## src/rtl/apb_cmd_master.sv

```systemverilog
// rtl/apb_cmd_master.sv - valid/ready command stream to APB3 initiator, one transfer in flight
// Optional completer-hang timeout: define APB_CMD_MASTER_TIMEOUT_EN.

module apb_cmd_master #(
  parameter int ADDR_W         = 12,
  parameter int DATA_W         = 32,
  parameter int TIMEOUT_CYCLES = 255
) (
  input  logic              pclk_i,
  input  logic              preset_n_i,
  input  logic              req_valid_i,
  output logic              req_ready_o,
  input  logic              req_write_i,
  input  logic [ADDR_W-1:0] req_addr_i,
  input  logic [DATA_W-1:0] req_wdata_i,
  output logic              rsp_valid_o,
  input  logic              rsp_ready_i,
  output logic [DATA_W-1:0] rsp_rdata_o,
  output logic              rsp_slverr_o,
  output logic              rsp_timeout_o,
  output logic              psel_o,
  output logic              penable_o,
  output logic              pwrite_o,
  output logic [ADDR_W-1:0] paddr_o,
  output logic [DATA_W-1:0] pwdata_o,
  input  logic [DATA_W-1:0] prdata_i,
  input  logic              pready_i,
  input  logic              pslverr_i,
  output logic              busy_o
);

  if (TIMEOUT_CYCLES < 1 || TIMEOUT_CYCLES > 65535) begin : g_timeout_range_bad
    $error("apb_cmd_master: TIMEOUT_CYCLES must be within 1..65535");
  end

  typedef enum logic [1:0] {IDLE, SETUP, ACCESS, RESP} state_t;

  state_t state_q;
  state_t state_d;
  logic   accept;
  logic   complete;
  logic   abort;

  assign req_ready_o = (state_q == IDLE);
  assign accept      = req_valid_i && req_ready_o;
  assign complete    = (state_q == ACCESS) && pready_i;

`ifdef APB_CMD_MASTER_TIMEOUT_EN
  localparam logic [15:0] TIMEOUT_LAST = 16'(TIMEOUT_CYCLES - 1);

  logic [15:0] wait_cnt_q;
  logic        rsp_timeout_q;

  // Abort on the TIMEOUT_CYCLES-th stalled ACCESS cycle; a ready in that cycle still wins.
  assign abort = (state_q == ACCESS) && !pready_i && (wait_cnt_q == TIMEOUT_LAST);

  always_ff @(posedge pclk_i or negedge preset_n_i) begin
    if (!preset_n_i) begin
      wait_cnt_q    <= '0;
      rsp_timeout_q <= 1'b0;
    end else begin
      if (state_q == SETUP) begin
        wait_cnt_q <= '0;
      end else if ((state_q == ACCESS) && !pready_i) begin
        wait_cnt_q <= wait_cnt_q + 16'd1;
      end
      if (complete) begin
        rsp_timeout_q <= 1'b0;
      end else if (abort) begin
        rsp_timeout_q <= 1'b1;
      end
    end
  end

  assign rsp_timeout_o = rsp_timeout_q;
`else
  assign abort         = 1'b0;
  assign rsp_timeout_o = 1'b0;
`endif

  always_comb begin
    state_d = state_q;
    unique case (state_q)
      IDLE:   if (accept) state_d = SETUP;
      SETUP:  state_d = ACCESS;
      ACCESS: if (complete || abort) state_d = RESP;
      RESP:   if (rsp_ready_i) state_d = IDLE;
      default: state_d = IDLE;
    endcase
  end

  // APB and response strobes are registered from the next state so they switch with it.
  always_ff @(posedge pclk_i or negedge preset_n_i) begin
    if (!preset_n_i) begin
      state_q      <= IDLE;
      psel_o       <= 1'b0;
      penable_o    <= 1'b0;
      busy_o       <= 1'b0;
      rsp_valid_o  <= 1'b0;
      pwrite_o     <= 1'b0;
      paddr_o      <= '0;
      pwdata_o     <= '0;
      rsp_rdata_o  <= '0;
      rsp_slverr_o <= 1'b0;
    end else begin
      state_q     <= state_d;
      psel_o      <= (state_d == SETUP) || (state_d == ACCESS);
      penable_o   <= (state_d == ACCESS);
      busy_o      <= (state_d != IDLE);
      rsp_valid_o <= (state_d == RESP);
      if (accept) begin
        pwrite_o <= req_write_i;
        paddr_o  <= req_addr_i;
        pwdata_o <= req_wdata_i;
      end
      if (complete) begin
        rsp_slverr_o <= pslverr_i;
        rsp_rdata_o  <= pwrite_o ? '0 : prdata_i;
      end else if (abort) begin
        rsp_slverr_o <= 1'b1;
        rsp_rdata_o  <= '0;
      end
    end
  end

endmodule
```

## config.mk

```make
export PLATFORM = sky130hd
export DESIGN_NAME = apb_cmd_master
export DESIGN_NICKNAME = d
export VERILOG_FILES = /design/src/rtl/apb_cmd_master.sv
export SDC_FILE = /design/constraint.sdc
export NUM_CORES = 1
export LEC_CHECK = 0
export CAP_MARGIN = 20
export CORE_MARGIN = 2
export CORE_UTILIZATION = 41
export CTS_CLUSTER_DIAMETER = 100
export DETAILED_ROUTE_END_ITERATION = 8
export HOLD_SLACK_MARGIN = 0.1
export PLACE_DENSITY_LB_ADDON = 0.25
export SLEW_MARGIN = 30
export SYNTH_ARGS = -nofsm -noshare
export SYNTH_HDL_FRONTEND = slang
export SYNTH_SLANG_ARGS = --single-unit
```

## constraint.sdc

```tcl
create_clock -name pclk_i -period 2.1 [get_ports pclk_i]
set_clock_uncertainty 0.05 [all_clocks]
set_input_delay 0.525 -clock pclk_i [delete_from_list [all_inputs] [get_ports pclk_i]]
set_output_delay 0.525 -clock pclk_i [all_outputs]
set_load 0.1 [all_outputs]
```

==> out/qor.yml, run 1 <==
setup_viol: 0
fillers: 654
syn-cell-area_um2: 3550
r2r_cells: 3
outcome: "finished, final reports clean"
port_buffers: 165
post-synth-top-area-cell: "dfrtp_1"
grt_pass1_vias: 2553
drive_gt1_frac: 0.4687
cp_cell_sequence: "nor2_2, buf_12"
crit-reg2reg-launch: "state_q[0]$_DFF_PN0_"
reg2reg_to: "paddr_o[0]$_DFFE_PN0P_"
antenna_found_initial: 0
cts_tree: "done"
slew_violations: 0
start_kind: "flop"
whs_path_depth: 1
ios: 167
cts-root-buf: "clkbuf_8"
syn_area_per_cell_um2: 15.92
syn_nets: 309
cts_setup_buffers: 0
period_minus_slack_ns: 1.808
hold_viol: 0
critPathMaxFanout: 8
yosys.area.top_type_share: 0.5922
synth_edf_count: 0
yosysSeqAreaShare: 0.5922
synth_cells: 223
routed_wl_mm: 7.882
cp-end-kind: "output port"
drt_iter0_markers: 69
regToRegSetupSlack_ns: 0.51
gp_congestion: 0.7730
yosys_warnings: 0
wl_per_cell_um: 15.64
cpPeakStageDelay_ns: 0.46
core-area_um2: 8299
track_usage: 0.1774
synth_ff_type: "dfrtp_1"
vias_per_cell: 4.663
rows: 33
finalCritPeriodShare: 0.8609
cts_max_level: 3
hold_class: "flop to flop"
crit_arrival_ns: 1.23
grt_overflow: 0
required_ns: 1.52
start_util: 0.4277
rsz0062_at_grt: "no"
clkSinkCount: 84
hpwlAfterDp_mm: 5.690
async_reset_ff_frac: 1.000
fin_setup_tns_ns: 0
clk_latency_ns: 0.34
synth-seq-cells: 84
synthMostInstantiatedCell: "dfrtp_1"
hold_path_startpoint: "pwdata_o[1]$_DFFE_PN0P_"
cpMaxStageDelayCell: "dfrtp_1"
drc: 0
fmax_mhz: 553.1
clk_pin_slew_ns: 0.08
final_nets: 480
ys_types: 20
vias: 2350
die_h_um: 97.05
die_area_um2: 9418
grt_max_degree: 46
fp.dieW_um: 97.05
synth_area_leaders: "dfrtp_1 (59%), mux2_2 (15%), mux2_4 (13%)"
grt_pass1_wl_mm: 13.31
diodes: 0
max_cap_violations: 0
multi_input_area_um2: 1306
ant_nets: 0
ys_top_cells_by_count: "dfrtp_1 (84), mux2_2 (48), nor2b_1 (33)"
cts_made_buffers: 9
worstSetupPathType: "flop to output port"
first_pass_iters: 4
hold_end: "pwdata_o[1]$_DFFE_PN0P_"
seq_area_um2: 2102
synthToLayoutAreaGrowth_pct: 50.79
cts_buffer_depth: 2
==> worst max-delay path: cells and delay by family, from the launching register on <==
family | cells | cell delay [ns]
AND/OR/NAND/NOR | 1 | 0.23
buffers and inverters | 1 | 0.20
flip-flops | 1 | 0.46
==> metal layers <==
metal / routed length (um) / part of all wire / global-route usage
met5: 0 / 0 / 0
met4: 143 / 0.018 / 0.07367
met3: 450 / 0.057 / 0.04118
met2: 4038 / 0.51 / 0.3002
met1: 3249 / 0.41 / 0.2182
==> kinds of logic (layout without fill, tap and decap cells) <==
kind of cell | Yosys count | in the layout | share of synthesized area
AO/OA/AOI/OAI | 3 | 3 | 0.005640
adder cells (fa/ha/maj) | 3 | 3 | 0.01058
buffers and inverters | 15 | 191 | 0.04230
flip-flops | 84 | 84 | 0.5922
multiplexers | 79 | 79 | 0.2820
other | 1 | 1 | 0.001056
AND/OR/NAND/NOR | 38 | 38 | 0.06627
==> cell usage in the layout, fill, tap and decap left out <==
cell type / Yosys / final
buf_12: 3 / 6
o22ai_1: 1 / 1
clkbuf_8: 0 / 10
o22a_1: 1 / 1
clkinv_4: 0 / 2
mux2_2: 48 / 48
clkdlybuf4s50_1: 0 / 81
conb_1: 1 / 1
mux2i_1: 1 / 1
bufinv_16: 0 / 2
and3b_2: 0 / 1
dfrtp_1: 84 / 84
mux2_4: 30 / 30
inv_1: 2 / 2
clkbuf_1: 3 / 1
nor2_2: 0 / 1
o21ai_0: 1 / 1
nor2b_1: 33 / 33
clkinvlp_4: 0 / 1
nor3b_2: 0 / 1
buf_4: 2 / 85
ha_1: 3 / 3
nand3_1: 1 / 1
dlygate4sd3_1: 0 / 1
nand2_1: 1 / 1
==> final cells by class <==
class	instances	area share
Inverter	2	0.001403
Clock buffer	11	0.02641
Tap cell	105	0.02454
Multi-Input combinational cell	124	0.2440
Clock inverter	5	0.01590
Sequential cell	84	0.3927
Timing Repair Buffer	173	0.2950
==> state kept, by name (all words and copies together), names as in the netlist <==
name,flops
busy_o,1
paddr_o,12
penable_o,1
psel_o,1
pwdata_o,32
pwrite_o,1
rsp_rdata_o,32
rsp_slverr_o,1
rsp_valid_o,1
state_q,2
==> timing repair <==
action                                 CTS  global route
endpoints found under the hold margin   26             0
gates resized for setup                  0             0
setup endpoints to repair                0             0
hold buffers                             1             0
==> metrics by stage <==
stage               instances  area (um2)  hold slack, ns  utilization  worst slack [ns]
floorplan                 223        3552          0.1794            -            0.1440
global placement          487        5116          0.4161       0.6165           0.03890
detailed placement        487        5116          0.4187       0.6165           0.02310
CTS                       504        5353          0.4665       0.6450            0.2723
global route              504        5353          0.4829       0.6450            0.2206
finish                    504        5353          0.4607       0.6450            0.2921
==> how the worst max path moves through the flow <==
stage | startpoint | end | slack (ns)
floorplan | state_q[0]$_DFF_PN0_ | psel_o$_DFF_PN0_ | 0.14
global placement | req_valid_i | pwdata_o[22]$_DFFE_PN0P_ | 0.04
detailed placement | req_valid_i | pwdata_o[7]$_DFFE_PN0P_ | 0.02
CTS | state_q[0]$_DFF_PN0_ | req_ready_o | 0.27
global route | state_q[0]$_DFF_PN0_ | req_ready_o | 0.22
finish | state_q[0]$_DFF_PN0_ | req_ready_o | 0.29
Power of run 1 is not shown: default switching activity piles up to over one toggle a cycle in this logic, so the estimate is an artifact.
==> run 2, diff against run 1 <==
--- a/config.mk
+++ b/config.mk
@@ -5,7 +5,6 @@
 export SDC_FILE = /design/constraint.sdc
 export NUM_CORES = 1
 export LEC_CHECK = 0
-export CAP_MARGIN = 20
 export CORE_MARGIN = 2
 export CORE_UTILIZATION = 41
 export CTS_CLUSTER_DIAMETER = 100
==> results of run 2 <==
The final DEF is identical to that of run 1; final timing and power are the same.
Power of run 2 is left out for the same reason.
